`src/rtl/sudoku_button_pkg.sv`:
```
// rtl/sudoku_button_pkg.sv - button codes, button count and arbitration priority
package sudoku_button_pkg;

  localparam int NUM_BUTTONS     = 7;
  localparam int NUM_DIRECTIONAL = 4;

  typedef enum logic [2:0] {
    BTN_UP    = 3'd0,
    BTN_DOWN  = 3'd1,
    BTN_LEFT  = 3'd2,
    BTN_RIGHT = 3'd3,
    BTN_START = 3'd4,
    BTN_A     = 3'd5,
    BTN_B     = 3'd6
  } btn_code_t;

  // Highest priority first; the directional codes double as the repeat-capable set.
  localparam btn_code_t PRIORITY_ORDER [NUM_BUTTONS] = '{
    BTN_START, BTN_A, BTN_B, BTN_UP, BTN_DOWN, BTN_LEFT, BTN_RIGHT
  };

endpackage

```
`src/rtl/button_debouncer.sv`:
```
// rtl/button_debouncer.sv - one button: 2-flop sync, debounce counter, level and press pulse
module button_debouncer #(
  parameter int DEBOUNCE_CYCLES = 4
) (
  input  logic clk,
  input  logic reset,
  input  logic i_raw,
  output logic o_level,
  output logic o_press
);

  localparam int                CNT_W    = $clog2(DEBOUNCE_CYCLES + 1);
  localparam logic [CNT_W-1:0] CNT_LAST = CNT_W'(DEBOUNCE_CYCLES - 1);

  logic             r_sync1;
  logic             r_sync2;
  logic             r_level;
  logic             r_press;
  logic [CNT_W-1:0] r_cnt;
  logic             w_differs;
  logic             w_accept;

  assign w_differs = (r_sync2 != r_level);
  // The edge that would take the count to DEBOUNCE_CYCLES flips the level instead.
  assign w_accept  = w_differs && (r_cnt == CNT_LAST);

  always_ff @(posedge clk) begin
    if (reset) begin
      r_sync1 <= 1'b0;
      r_sync2 <= 1'b0;
      r_level <= 1'b0;
      r_press <= 1'b0;
      r_cnt   <= '0;
    end else begin
      r_sync1 <= i_raw;
      r_sync2 <= r_sync1;
      r_press <= 1'b0;
      if (!w_differs) begin
        r_cnt <= '0;
      end else if (w_accept) begin
        r_cnt   <= '0;
        r_level <= r_sync2;
        r_press <= r_sync2;
      end else begin
        r_cnt <= r_cnt + CNT_W'(1);
      end
    end
  end

  assign o_level = r_level;
  assign o_press = r_press;

endmodule

```
`src/rtl/button_event_scheduler.sv`:
```
// rtl/button_event_scheduler.sv - debounced buttons to prioritised valid/ready command events
// Optional directional auto-repeat is built when AUTO_REPEAT_EN is defined.
module button_event_scheduler
  import sudoku_button_pkg::*;
#(
  parameter int DEBOUNCE_CYCLES = 4,
  parameter int REPEAT_DELAY    = 20,
  parameter int REPEAT_PERIOD   = 8
) (
  input  logic                   clk,
  input  logic                   reset,
  input  logic                   up_button,
  input  logic                   down_button,
  input  logic                   left_button,
  input  logic                   right_button,
  input  logic                   start_button,
  input  logic                   a_button,
  input  logic                   b_button,
  output logic                   cmd_valid,
  input  logic                   cmd_ready,
  output logic [2:0]             cmd_code,
  output logic [NUM_BUTTONS-1:0] held_mask,
  output logic                   overflow
);

  if (DEBOUNCE_CYCLES < 1 || REPEAT_DELAY < 2 || REPEAT_PERIOD < 1) begin : g_bad_params
    $error("button_event_scheduler: timing parameters out of range");
  end

  logic [NUM_BUTTONS-1:0] w_raw;
  logic [NUM_BUTTONS-1:0] w_level;
  logic [NUM_BUTTONS-1:0] w_press;
  logic [NUM_BUTTONS-1:0] w_event;

  assign w_raw = {b_button, a_button, start_button, right_button,
                  left_button, down_button, up_button};

  for (genvar g = 0; g < NUM_BUTTONS; g++) begin : g_btn
    button_debouncer #(
      .DEBOUNCE_CYCLES(DEBOUNCE_CYCLES)
    ) u_debouncer (
      .clk     (clk),
      .reset   (reset),
      .i_raw   (w_raw[g]),
      .o_level (w_level[g]),
      .o_press (w_press[g])
    );
  end

`ifdef AUTO_REPEAT_EN
  localparam int REP_MAX = (REPEAT_DELAY > REPEAT_PERIOD) ? REPEAT_DELAY : REPEAT_PERIOD;
  localparam int REP_W   = $clog2(REP_MAX + 1);
  localparam logic [REP_W-1:0] REP_DELAY_V  = REP_W'(REPEAT_DELAY);
  localparam logic [REP_W-1:0] REP_PERIOD_V = REP_W'(REPEAT_PERIOD);

  // Count value k means k cycles since the press (phase 0) or since the last repeat (phase 1).
  logic [REP_W-1:0]           r_rep_cnt [NUM_DIRECTIONAL];
  logic [NUM_DIRECTIONAL-1:0] r_rep_phase;
  logic [NUM_DIRECTIONAL-1:0] w_rep_fire;

  always_comb begin
    w_rep_fire = '0;
    for (int i = 0; i < NUM_DIRECTIONAL; i++) begin
      w_rep_fire[i] = w_level[i] &&
                      (r_rep_cnt[i] == (r_rep_phase[i] ? REP_PERIOD_V : REP_DELAY_V));
    end
  end

  always_ff @(posedge clk) begin
    if (reset) begin
      for (int i = 0; i < NUM_DIRECTIONAL; i++) begin
        r_rep_cnt[i] <= '0;
      end
      r_rep_phase <= '0;
    end else begin
      for (int i = 0; i < NUM_DIRECTIONAL; i++) begin
        if (!w_level[i]) begin
          r_rep_cnt[i]   <= '0;
          r_rep_phase[i] <= 1'b0;
        end else if (w_press[i]) begin
          r_rep_cnt[i]   <= REP_W'(1);
          r_rep_phase[i] <= 1'b0;
        end else if (w_rep_fire[i]) begin
          r_rep_cnt[i]   <= REP_W'(1);
          r_rep_phase[i] <= 1'b1;
        end else if (r_rep_cnt[i] != '0) begin
          r_rep_cnt[i] <= r_rep_cnt[i] + REP_W'(1);
        end
      end
    end
  end

  assign w_event = w_press | {{(NUM_BUTTONS - NUM_DIRECTIONAL){1'b0}}, w_rep_fire};
`else
  assign w_event = w_press;
`endif

  logic [NUM_BUTTONS-1:0] r_pending;
  logic [NUM_BUTTONS-1:0] w_grant;
  logic [NUM_BUTTONS-1:0] w_drop;
  logic                   w_load;
  logic                   w_any;
  btn_code_t              w_sel;
  logic                   r_cmd_valid;
  logic [2:0]             r_cmd_code;
  logic                   r_overflow;

  assign w_load = !r_cmd_valid || cmd_ready;

  // Walk lowest to highest priority so the last match is the winner.
  always_comb begin
    w_grant = '0;
    w_sel   = BTN_UP;
    w_any   = 1'b0;
    for (int i = NUM_BUTTONS - 1; i >= 0; i--) begin
      if (r_pending[PRIORITY_ORDER[i]]) begin
        w_sel = PRIORITY_ORDER[i];
        w_any = 1'b1;
      end
    end
    if (w_load && w_any) begin
      w_grant[w_sel] = 1'b1;
    end
  end

  assign w_drop = w_event & r_pending & ~w_grant;

  always_ff @(posedge clk) begin
    if (reset) begin
      r_pending   <= '0;
      r_cmd_valid <= 1'b0;
      r_cmd_code  <= 3'd0;
      r_overflow  <= 1'b0;
    end else begin
      r_pending  <= (r_pending & ~w_grant) | w_event;
      r_overflow <= |w_drop;
      if (w_load) begin
        r_cmd_valid <= w_any;
        if (w_any) begin
          r_cmd_code <= w_sel;
        end
      end
    end
  end

  assign cmd_valid = r_cmd_valid;
  assign cmd_code  = r_cmd_code;
  assign held_mask = w_level;
  assign overflow  = r_overflow;

endmodule

```
`config.mk`:
```
export PLATFORM = sky130hd
export DESIGN_NAME = button_event_scheduler
export DESIGN_NICKNAME = d
export VERILOG_FILES = /design/src/rtl/sudoku_button_pkg.sv /design/src/rtl/button_debouncer.sv /design/src/rtl/button_event_scheduler.sv
export SDC_FILE = /design/constraint.sdc
export NUM_CORES = 1
export LEC_CHECK = 0
export BUFFER_PORTS_ARGS = -buffer_cell sky130_fd_sc_hd__buf_2
export CAP_MARGIN = 5
export CORE_UTILIZATION = 48
export DETAILED_ROUTE_END_ITERATION = 12
export HOLD_SLACK_MARGIN = 0.12
export PLACE_DENSITY = 0.7
export SLEW_MARGIN = 15
export SYNTH_ARGS = -nofsm -noshare
export SYNTH_HDL_FRONTEND = slang
export SYNTH_HIERARCHICAL = 1
export SYNTH_SLANG_ARGS = --single-unit
```
`constraint.sdc`:
```
create_clock -name clk -period 1.4 [get_ports clk]
set_input_delay 0.07 -clock clk [delete_from_list [all_inputs] [get_ports clk]]
set_output_delay 0.07 -clock clk [all_outputs]
set_load 0.02 [all_outputs]
```
# ---- Yosys cells after proc, flatten, opt, wreduce, memory -nomap -nowiden
# Cells that the tools add are included.
dict set report word_totals {
  regBits 61
  input_bits 10
  output_inout_bits 12
  word_cells 132
}
dict set report classes {
  n_addsub 7
  magnitude_cmp 2
  eq_ne 14
  n_mux 17
  bitwise 19
  n_reduce_logical 34
}
# op n
set ops {}
lappend ops {{$reduce_or 3->1} 14}
lappend ops {{$add 3x1->3 const B} 7}
lappend ops {{$and 7x7->7} 3}
lappend ops {{$eq 3x2->1 const B} 7}
lappend ops {{$mux 3} 6}
lappend ops {{$reduce_and 2->1} 8}
lappend ops {{$not 1->1} 14}
lappend ops {{$logic_and 1x1->1} 9}
lappend ops {{$mux 1} 8}
lappend ops {{$mux 7} 1}
lappend ops {{$ne 1x1->1} 7}
lappend ops {{$not 7->7} 1}
lappend ops {{$or 7x7->7} 1}
lappend ops {{$reduce_or 7->1} 1}
lappend ops {{$lt 3x4->1 const B} 1}
lappend ops {{$demux 1 s3} 1}
lappend ops {{$ge 3x1->1 const B} 1}
lappend ops {{$mux 2} 1}
lappend ops {{$logic_not 1->1} 1}
lappend ops {{$logic_or 1x1->1} 1}

# ---- Depth between registers and ports, before layout
# Gate-level depths: netlist of run 1.
dict set report depth {
  ltp_word 15
  mapped_depth 5
  mapped_depth_nobuf 4
}

# ---- By module
# Netlist of run 1, hierarchy kept.
# module instances cells_per_inst area_per_inst_um2 seq_area_each_um2
set modules_own_cells {}
lappend modules_own_cells {button_debouncer 7 19 244.0 140.1}
lappend modules_own_cells {button_event_scheduler 1 73 560.5 240.2}

# ---- Worst setup path after synthesis of run 1
# No wires, ideal clock.
dict set report synth_timing {
  path_type {flip-flop to flip-flop}
  startpoint {register r_pending[1]}
  endpoint {register r_cmd_code[0], in the netlist cmd_code[0]}
  setup_ns 0.134
  arrival_time_ns 1.363
  path_slack_ns -0.098
  path_stages_with_launch 5
  synth_period_minus_slack_ns 1.498
  path_cell_list {dfxtp_1 > or4_4 > or3_1 > a21oi_1 > a211oi_1}
}
dict set report synth_via {
  elab_chain_cells 6
  elab_cells_between_ends 11
  cone_classes {mux: 10; reduce/logical: 1}
}
# item line
set synth_lines {}
lappend synth_lines {{start: declaration} button_event_scheduler.sv:98} ;# logic [NUM_BUTTONS-1:0] r_pending;
lappend synth_lines {{start signal: assignment} button_event_scheduler.sv:135} ;# r_pending <= (r_pending & ~w_grant) | w_event;
lappend synth_lines {{$mux 1 (5 in a row)} button_event_scheduler.sv:116} ;# if (r_pending[PRIORITY_ORDER[i]]) begin
lappend synth_lines {{$reduce_and 2->1 (no line)} --}
lappend synth_lines {{end signal: assignment} button_event_scheduler.sv:140} ;# r_cmd_code <= w_sel;
lappend synth_lines {{end: declaration} button_event_scheduler.sv:105} ;# logic [2:0] r_cmd_code;
# Several ways; a longest one is shown, not always the timed one.
# A chain may end at the register's enable or synchronous reset.

# ---- Worst setup path after layout of run 1
dict set report layout_timing {
  startpoint {register r_pending[3]}
  endpoint {register r_cmd_code[0], in the netlist cmd_code[0]}
}
dict set report layout_via {
  elab_chain_cells 8
  elab_cells_between_ends 15
  cone_classes {mux: 14; reduce/logical: 1}
}
# item line
set layout_lines {}
lappend layout_lines {{$mux 1 (7 in a row)} button_event_scheduler.sv:116}
lappend layout_lines {{$reduce_and 2->1 (no line)} --}
# Several ways; a longest one is shown, not always the timed one.

==> results of run 1 <==
==> cell type report <==
cell class | count | area [um^2] | area share (%)
inverters | 11 | 41.3 | 1.44
repair buffers | 45 | 303 | 10.5
flip-flops and latches | 61 | 1220 | 42.7
multi-input cells | 129 | 1010 | 35.2
well taps | 52 | 65.1 | 2.27
clock inverters | 4 | 70.1 | 2.44
clock buffers | 12 | 155 | 5.41
==> logic make-up after synthesis <==
family	after synthesis	synth area share, %
multiplexers	7	3.09
AND/OR/NAND/NOR	74	23.0
buffers and inverters	16	2.70
XOR/XNOR	7	2.70
flip-flops	61	53.8
AO/OA/AOI/OAI	27	6.95
adder cells (fa/ha/maj)	14	7.72
==> state kept, by name, indices dropped and copies added, names as in the netlist <==
name / cells
cmd_code: 3
cmd_valid: 1
g_btn.u_debouncer/o_level: 7
g_btn.u_debouncer/o_press: 7
g_btn.u_debouncer/r_cnt: 21
g_btn.u_debouncer/r_sync1: 7
g_btn.u_debouncer/r_sync2: 7
overflow: 1
r_pending: 7
==> critical path, cell delays in order (launching register included) <==
cell      delay [ns]
dfxtp_2         0.32
or4_4           0.52
or3_1           0.33
a21oi_2         0.13
a211oi_1        0.06
==> stage by stage <==
stage	instances	total power, uW
after global placement	291	1900
after global routing	314	3720
final	314	3600
after floorplan	206	1850
after CTS	314	3650
after detailed placement	291	1900
==> worst max path at each step <==
stage | slack (ns) | to | cells past startpoint | start
2_1_floorplan | -0.05 | cmd_code[0]$_SDFFE_PP0P_ | 4 | r_pending[3]$_SDFF_PP0_
3_3_place_gp | -0.05 | cmd_code[0]$_SDFFE_PP0P_ | 4 | r_pending[3]$_SDFF_PP0_
3_5_place_dp | -0.07 | cmd_code[0]$_SDFFE_PP0P_ | 4 | r_pending[3]$_SDFF_PP0_
4_1_cts | -0.09 | cmd_code[0]$_SDFFE_PP0P_ | 4 | r_pending[3]$_SDFF_PP0_
5_1_grt | -0.13 | cmd_code[0]$_SDFFE_PP0P_ | 4 | r_pending[3]$_SDFF_PP0_
6_report | -0.09 | cmd_code[0]$_SDFFE_PP0P_ | 4 | r_pending[3]$_SDFF_PP0_
==> layer usage <==
layer  global-route usage (%)  vias to the layer above
met5                        0                        -
met4                     10.7                        0
met2                     26.4                       21
met3                     4.70                        4
met1                     18.8                      744
li1                         -                      840
==> cells in the final DEF (no fill, tap or decap), types with 3 or more instances in the layout <==
master	synthesis	routed
o21ai_0	6	5
xnor2_1	7	7
buf_2	1	21
mux2i_1	7	7
inv_1	11	11
nor4_1	15	14
dfxtp_1	61	58
nor2_1	17	17
ha_1	14	14
buf_4	0	17
nand2_1	3	3
dfxtp_2	0	3
nor2b_1	15	15
nor4b_2	7	7
and4bb_2	7	7
clkbuf_8	0	11
dlygate4sd3_1	0	7
a21oi_1	12	11
==> synthesized netlist by cell type <==
cell and number:
a211oi_1 2, a21oi_1 12, a22oi_1 1, a311oi_1 1, a31oi_1 2, a32oi_1 1, and4bb_2 7, buf_2 1
clkbuf_1 4, dfxtp_1 61, ha_1 14, inv_1 11, mux2i_1 7, nand2_1 3, nand2b_1 1, nand3_1 2
nand4_1 1, nor2_1 17, nor2b_1 15, nor3_1 2, nor3_2 1, nor4_1 15, nor4b_2 7, o211ai_1 1
o21ai_0 6, o21bai_1 1, or3_1 2, or4_4 1, xnor2_1 7
==> power by group through the flow <==
stage | logic, uW | registers, uW | clock network [uW]
5_1_grt | 120 | 1770 | 1830
3_5_place_dp | 93.0 | 1810 | 0
6_report | 107 | 1770 | 1720
3_3_place_gp | 90.9 | 1810 | 0
2_1_floorplan | 37.5 | 1810 | 0
4_1_cts | 108 | 1770 | 1770
==> repair_timing <==
action,in CTS,in global routing
endpoints found under the setup margin,2,5
gates resized for setup,3,5
endpoints found under the hold margin,7,0
setup buffers,0,0
pin swaps,0,1
hold buffers,7,0
==> reports/qor.yml, run 1 <==
setup_path:
  crit_type: "flop to flop"
  r2r_start: "r_pending[3]$_SDFF_PP0_"
  critPathMaxFanout: 2
  cp.arrival_ns: 1.69
  start_kind: "flop"
  critPathRequiredTime_ns: 1.59
  r2r_end: "cmd_code[0]$_SDFFE_PP0P_"
  reg2reg_slack_ns: -0.09
  cp-end-kind: "flop"
  r2r_cells: 4
routing:
  met3_length_um: 109
  vias: 1609
  ant_nets: 0
  highest_layer: "met4"
  wl_met2_mm: 1.75
  wl_met1_mm: 1.70
  wl_mm: 3.60
  firstDrtPassIters: 8
  post-route-drc-count: 3
  drt_iter0_drc: 81
  routedWlPerCell_um: 11.5
  vias_per_cell: 5.12
run_status:
  status: "complete, but fails checks"
  violations: "design-rule violations, negative setup slack"
grt:
  grt_antenna_before_repair: 0
  grt_pass1_vias: 1492
  grt_pass1_wl_mm: 6.20
  track_usage_pct: 16.3
  grt-ovfl-total: 0
  grt_max_degree: 27
cells_and_area:
  finalInstanceArea_um2: 2870
  antenna_cells: 0
  layout-drive-gt1-share_pct: 28.2
  finish.utilization_pct: 64.6
  area_growth_pct: 26.5
  nNetsFinal: 281
  final.fill_count: 365
floorplanning:
  dieHeight_um: 70.7
  io_pins: 22
  die_area_um2: 5000
  die_w_um: 70.7
  initial_core_util_pct: 51.0
  coreArea_um2: 4440
  rows: 24
timing:
  fin_crit_sh_pct: 107
  fmax_mhz: 670
  slew_viol_final: 0
  min_period_ns: 1.49
  finClkSkew_ns: 0.00645
  worst_slack_ns: -0.0914
  setup_viol: 2
  timing.hold.ws_ns: 0.182
  relSlewSlack_pct: 68.5
  rsz0062_at_grt: "true"
  setup_tns_ns: -0.0926
  worst_pin_slew_ns: 0.473
  final_hold_viol_count: 0
min_path:
  holdCritPathClass: "input port to flop"
  min-delay-start: "reset"
  hold_end: "g_btn[5].u_debouncer/o_level$_SDFFE_PP0P_"
  whs_path_depth: 2
power_and_ir_drop:
  leakage_uw: 0.00115
  powerDensity_nw_per_um2: 1260
  clock_power_share_pct: 47.9
  seqPwrFrac_pct: 49.2
  internal_power_uw: 2910
  switching_power_uw: 689
  p_comb_share_pct: 3.0
  p_sw_share_pct: 19.1
  irDropWorstVdd_mv: 0.865
logic_synthesis:
  synth_area_per_cell_um2: 11.0
  ys_ff_latch: 61
  seq_area_frac_synth_pct: 53.8
  synth.area.top_cells: "dfxtp_1 54%, ha_1 7.7%, nor4b_2 4.6%, nor2b_1 4.1%, nor4_1 4.1%"
  netlist_area_um2: 2270
  yosys.area.top_type_share_pct: 53.8
  syn-num-nets: 230
  synthCells: 206
  ys_types: 29
  yosysTopAreaCell: "dfxtp_1"
  yosys_warnings: 6
clock_network:
  clock_latency_ns: 0.32
  cts_tree: "yes"
  htree_levels: 3
  cts.sinks: 61
  cts_buffer_depth: 2
  clk_pin_slew_ns: 0.06
  cts_made_buffers: 9
  root_buffer: "clkbuf_8"
placement:
  dp_hpwl_mm: 2.45
  place_congestion: 0.772
  place_area_um2: 2550
  place_ws_ns: -0.0746
  port_buffers: 21
run:
  cap_violations: 0
Note: power is estimated with default switching activity, not from simulation.
==> inputs of run 2 (changes only) <==
Settings changed: CORE_MARGIN set to 10, CORE_UTILIZATION 48 to 51, PLACE_DENSITY 0.7 to 0.74.
==> run 2 against run 1 <==
Effect of this change:
- the flow finishes with violations (negative setup slack)
- worst hold slack gained 0.053 ns
- core utilization grew 2.3 points
- routed wire length up 9.3%
- critical path depth is the same
- non-clock buffer count shrank 1
- critical path type unchanged
- largest power group unchanged
==> reports/qor.yml, run 2 (synthesis gave the netlist of run 1 again) <==
run_status:
  status: "complete, but fails checks"
  violations: "negative setup slack"
min_path:
  holdCritPathClass: "input port to flop"
timing:
  rsz0062_at_grt: "true"
  fin_crit_sh_pct: 107  # about the same
  min_period_ns: 1.49  # +0.000514 ns
  relSlewSlack_pct: 76.4  # +7.9 points
  setup_viol: 1  # -1
  final_hold_viol_count: 0  # unchanged
  finClkSkew_ns: 0.00796  # +0.00151 ns
  fmax_mhz: 670  # about the same
  setup_tns_ns: -0.0919  # +0.000669 ns
  worst_pin_slew_ns: 0.352  # -0.121 ns
  slew_viol_final: 0  # unchanged
  worst_slack_ns: -0.0919  # -0.000514 ns
floorplanning:
  dieHeight_um: 86.7  # +23%
  initial_core_util_pct: 52.5  # +1.4 points
  io_pins: 22  # unchanged
  die_area_um2: 7520  # +50%
  die_w_um: 86.7  # +23%
  rows: 24  # unchanged
  coreArea_um2: 4320  # -2.7%
grt:
  grt_antenna_before_repair: 0  # unchanged
  grt_pass1_wl_mm: 7.01  # +13%
  grt_pass1_vias: 1578  # +5.8%
  track_usage_pct: 11.8  # -4.5 points
  grt_max_degree: 27  # unchanged
  grt-ovfl-total: 0  # unchanged
cells_and_area:
  finish.utilization_pct: 66.9  # +2.3 points
  area_growth_pct: 27.6
  final-seq-area_um2: 1220  # unchanged
  layout-drive-gt1-share_pct: 27.6  # -0.66 points
  mostFrequentLayoutCells: "58 x dfxtp_1, 21 x buf_2, 17 x nor2_1"
  multi_input_area_um2: 1020  # +1.1%
  nNetsFinal: 280  # -0.36%
  largest_reg_flops: 21  # unchanged
  mostFrequentLayoutCell: "dfxtp_1"
  final.fill_count: 346  # -5.2%
  antenna_cells: 0  # unchanged
  largest_register: "g_btn.u_debouncer/r_cnt"
routing:
  firstDrtPassIters: 6  # -2
  wl_mm: 3.93  # +9.3%
  post-route-drc-count: 0  # -3
  ant_nets: 0  # unchanged
  vias: 1593  # -0.99%
  drt_iter0_drc: 87  # +7.4%
  vias_per_cell: 5.09  # -0.68%
  routedWlPerCell_um: 12.6  # +9.7%
setup_path:
  crit_type: "flop to flop"
  cp.arrival_ns: 1.69  # about the same
  start_kind: "flop"
  critPathMaxFanout: 2  # unchanged
  critPathRequiredTime_ns: 1.60  # about the same
  cp-end-kind: "flop"
clock_network:
  cts_buffer_depth: 2  # unchanged
  clock_latency_ns: 0.33  # about the same
  cts.sinks: 61  # unchanged
  cts_tree: "yes"
  clk_pin_slew_ns: 0.06  # about the same
  cts_setup_buffers: 0  # unchanged
  cts_made_buffers: 9  # unchanged
  htree_levels: 3  # unchanged
  root_buffer: "clkbuf_8"
power_and_ir_drop:
  irDropWorstVdd_mv: 0.870  # +0.50%
  powerDensity_nw_per_um2: 1250  # -0.46%
  leakage_uw: 0.00115  # about the same
placement:
  dp_hpwl_mm: 2.68  # +9.1%
  port_buffers: 21  # unchanged
  place_congestion: 0.741  # -4.1%
run:
  cap_violations: 0  # unchanged
## run 2: changes by cell type in the layout (fill, tap and decap cells not counted)
cell           previous run  this run
a311oi_1                  1         0
a311oi_2                  0         1
or3_4                     0         1
buf_12                    0         1
buf_4                    17        12
dlygate4sd3_1             7        10
or3_1                     2         1
## run 2: layer usage
layer,part of all wire [%],routed length [um],global-route usage (%),up-vias
li1,-,-,-,842
met1,44,1750,12.4,716
met2,48,1890,18.9,27
met3,5.2,203,5.25,8
met4,2.2,87,7.07,0
met5,0,0,0,-
## run 2: area by class of cell
class,instances,share of cell area [%]
clock buffers,12,5.36
well taps,52,2.25
inverters,11,1.43
repair buffers,44,10.9
flip-flops and latches,61,42.3
clock inverters,4,2.42
multi-input cells,129,35.3
## run 2: path summary, 6_finish.rpt
check	startpoint	endpoint	slack (ns)	depth (start not counted)
worst max-delay path	r_pending[3]$_SDFF_PP0_	cmd_code[0]$_SDFFE_PP0P_	-0.09	4
worst min-delay path	cmd_ready	r_pending[4]$_SDFF_PP0_	0.23	5
worst max register to register	r_pending[3]$_SDFF_PP0_	cmd_code[0]$_SDFFE_PP0P_	-0.09	4
worst min register to register	g_btn[3].u_debouncer/r_cnt[0]$_SDFF_PP0_	g_btn[3].u_debouncer/r_cnt[0]$_SDFF_PP0_	0.42	1
## run 2: what timing repair did
item / CTS / global route
endpoints found under the hold margin: 10 / 0
gates resized for setup: 3 / 7
pin swaps: 0 / 1
endpoints found under the setup margin: 2 / 5
cloned: 0 / 0
hold buffers: 10 / 0
## run 2: critical path, cell delays in order, from the launching register on
cell      delay [ns]
dfxtp_2         0.32
or4_4           0.53
or3_4           0.34
a21oi_2         0.12
a211oi_1        0.06
## run 2: power breakdown
| part | switching, uW | internal (uW) |
|---|---|---|
| sequential | 12.0 | 1760 |
| combinational | 47.8 | 63.3 |
| clock | 638 | 1090 |
| total | 698 | 2920 |
## run 2: through the flow
| step | std cells | setup WS, ns | total power [uW] | cell area [um^2] | hold WS (ns) |
|---|---|---|---|---|---|
| final | 313 | -0.0919 | 3620 | 2890 | 0.235 |
| after floorplan | 206 | -0.0541 | 1850 | 2270 | 0.139 |
| after global placement | 287 | -0.0490 | 1900 | 2530 | 0.279 |
| after CTS | 313 | -0.0924 | 3660 | 2860 | 0.217 |
| after global routing | 313 | -0.131 | 3760 | 2890 | 0.250 |
| after detailed placement | 287 | -0.0630 | 1900 | 2530 | 0.286 |
==> inputs of run 3 (changes only) <==
Settings changed: CORE_ASPECT_RATIO set to 1.25.
==> run 3 against run 2 <==
Effect of this change:
- total power down 0.35%
- flip-flop and latch count did not move
- first-iteration DRC count increased by 1.1%
- critical path type unchanged
- cell area shrank 1.3%
- core utilization shrank 1.4 points
- critical path depth unchanged
- the run still ends with negative setup slack left
- combinational power fell by 6%
- routed wire length is 2.7% lower
==> reports/qor.yml, run 3 (synthesis gave the netlist of run 1 again) <==
grt:
  grt_max_degree: 29  # +7.4%
  track_usage_pct: 11.3  # -0.47 points
  grt_antenna_before_repair: 0  # unchanged
  grt_pass1_vias: 1519  # -3.7%
  grt-ovfl-total: 0  # unchanged
  grt_pass1_wl_mm: 6.61  # -5.7%
setup_path:
  r2r_cells: 4  # unchanged
  cp-end-kind: "flop"
  cp.arrival_ns: 1.67  # -0.02 ns
  crit_type: "flop to flop"
  crit_chain: "or4_4 > or3_1 > a21oi_1 > a211oi_1"
  cpMaxStageDelayCell: "or4_4"
  critPathRequiredTime_ns: 1.60  # about the same
  slowest_delay_ns: 0.52  # about the same
  start_kind: "flop"
  critPathMaxFanout: 2  # unchanged
timing:
  rsz0062_at_grt: "true"
  fmax_mhz: 679  # +1.2%
  fin_crit_sh_pct: 105  # -1.3 points
  finClkSkew_ns: 0.00605  # -0.00191 ns
  worst_pin_slew_ns: 0.517  # +0.165 ns
  worst_slack_ns: -0.0738  # +0.0182 ns
  setup_viol: 1  # unchanged
  min_period_ns: 1.47  # -0.0182 ns
  relSlewSlack_pct: 65.5  # -11 points
  slew_viol_final: 0  # unchanged
  setup_tns_ns: -0.0738  # +0.0182 ns
  final_hold_viol_count: 0  # unchanged
cells_and_area:
  mostFrequentLayoutCells: "60 x dfxtp_1, 21 x buf_2, 17 x nor2_1"
  nNetsFinal: 280  # unchanged
  layout-drive-gt1-share_pct: 26.8  # -0.77 points
  mostFrequentLayoutCell: "dfxtp_1"
  final.fill_count: 340  # -1.7%
  area_growth_pct: 26.0
  largest_register: "g_btn.u_debouncer/r_cnt"
  antenna_cells: 0  # unchanged
  stdcell_count: 319  # +1.9%
  largest_reg_flops: 21  # unchanged
routing:
  firstDrtPassIters: 4  # -2
  vias: 1610  # +1.1%
  ant_nets: 0  # unchanged
  routedWlPerCell_um: 12.0  # -4.5%
  wl_mm: 3.83  # -2.7%
  drt_iter0_drc: 88  # +1.1%
  vias_per_cell: 5.05  # -0.83%
  post-route-drc-count: 0  # unchanged
power_and_ir_drop:
  clock_power_share_pct: 47.9  # about the same
  total_power_uw: 3600  # -0.35%
  p_comb_share_pct: 2.9  # -0.2 points
  seqPwrFrac_pct: 49.2  # +0.2 points
  powerDensity_nw_per_um2: 1260  # +0.91%
  p_sw_share_pct: 19.2  # -0.077 points
  internal_power_uw: 2910  # -0.26%
  leakage_uw: 0.00114  # -0.96%
  irDropWorstVdd_mv: 0.852  # -2.1%
  switching_power_uw: 693  # -0.75%
clock_network:
  cts_setup_buffers: 0  # unchanged
  cts_tree: "yes"
  htree_levels: 3  # unchanged
  clk_pin_slew_ns: 0.06  # about the same
  clock_latency_ns: 0.33  # about the same
  cts_made_buffers: 9  # unchanged
  cts_buffer_depth: 2  # unchanged
  cts.sinks: 61  # unchanged
  root_buffer: "clkbuf_8"
placement:
  place_congestion: 0.786  # +6.1%
  dp_hpwl_mm: 2.60  # -2.7%
  place_ws_ns: -0.0651  # -0.00214 ns
  dp.cells: 296  # +3.1%
  port_buffers: 21  # unchanged
floorplanning:
  initial_core_util_pct: 52.1  # -0.41 points
  io_pins: 22  # unchanged
  rows: 27  # +13%
  die_w_um: 79.7  # -8.1%
  die_area_um2: 7530  # +0.23%
  dieHeight_um: 94.6  # +9.1%
  coreArea_um2: 4360  # +0.78%
run_status:
  status: "complete, but fails checks"
  violations: "negative setup slack"
min_path:
  whs_path_depth: 2  # -3
  holdCritPathClass: "input port to flop"
run:
  cap_violations: 0  # unchanged
-- run 3: worst paths after layout --
kind / startpoint / end / slack, ns
setup reg to reg: r_pending[3]$_SDFF_PP0_ / cmd_code[0]$_SDFFE_PP0P_ / -0.07
setup / recovery: r_pending[3]$_SDFF_PP0_ / cmd_code[0]$_SDFFE_PP0P_ / -0.07
hold / removal: reset / g_btn[5].u_debouncer/o_level$_SDFFE_PP0P_ / 0.20
hold reg to reg: g_btn[3].u_debouncer/r_cnt[0]$_SDFF_PP0_ / g_btn[3].u_debouncer/r_cnt[0]$_SDFF_PP0_ / 0.43
-- run 3: metal layers --
metal | vias to the layer above | GRT usage, % | wire [um]
li1 | 838 | - | -
met1 | 744 | 11.7 | 1750
met2 | 22 | 18.4 | 1830
met3 | 6 | 3.99 | 168
met4 | 0 | 8.53 | 77
met5 | - | 0 | 0
-- run 3: timing repair --
action | in CTS | in global routing
pin swaps | 0 | 2
hold endpoints to repair | 7 | 0
resized for setup | 2 | 2
setup endpoints to repair | 2 | 3
hold buffers | 7 | 0
-- run 3: power by group through the flow --
stage          logic [uW]  registers [uW]  clock network [uW]
2_1_floorplan        37.5            1810                   0
3_3_place_gp         86.5            1810                   0
3_5_place_dp         88.8            1810                   0
4_1_cts               104            1770                1780
5_1_grt               116            1770                1850
6_report              104            1770                1730
-- run 3: area by class of cell --
cell class                 instances  area (um^2)  area share, %
inverter                          11         41.3           1.44
sequential                        61         1220           42.8
clock inverter                     4         70.1           2.45
clock buffer                      12          155           5.43
tap                               58         72.6           2.54
timing repair buffer              44          295           10.3
multi-input combinational        129         1000           35.0
-- run 3: worst max-delay path, delay by kind of cell (launching register included) --
kind,cells,cell delay (ns)
DFF,1,0.32
and+or+nand+nor,2,0.84
AOI/OAI and AO/OA,2,0.19
-- run 3: metrics by stage --
stage / hold WS (ns) / utilization [%] / area, um^2
after floorplan: 0.139 / - / 2270
after global placement: 0.278 / 58.4 / 2550
after detailed placement: 0.284 / 58.4 / 2550
after CTS: 0.186 / 65.3 / 2850
after global routing: 0.243 / 65.6 / 2860
final: 0.199 / 65.6 / 2860
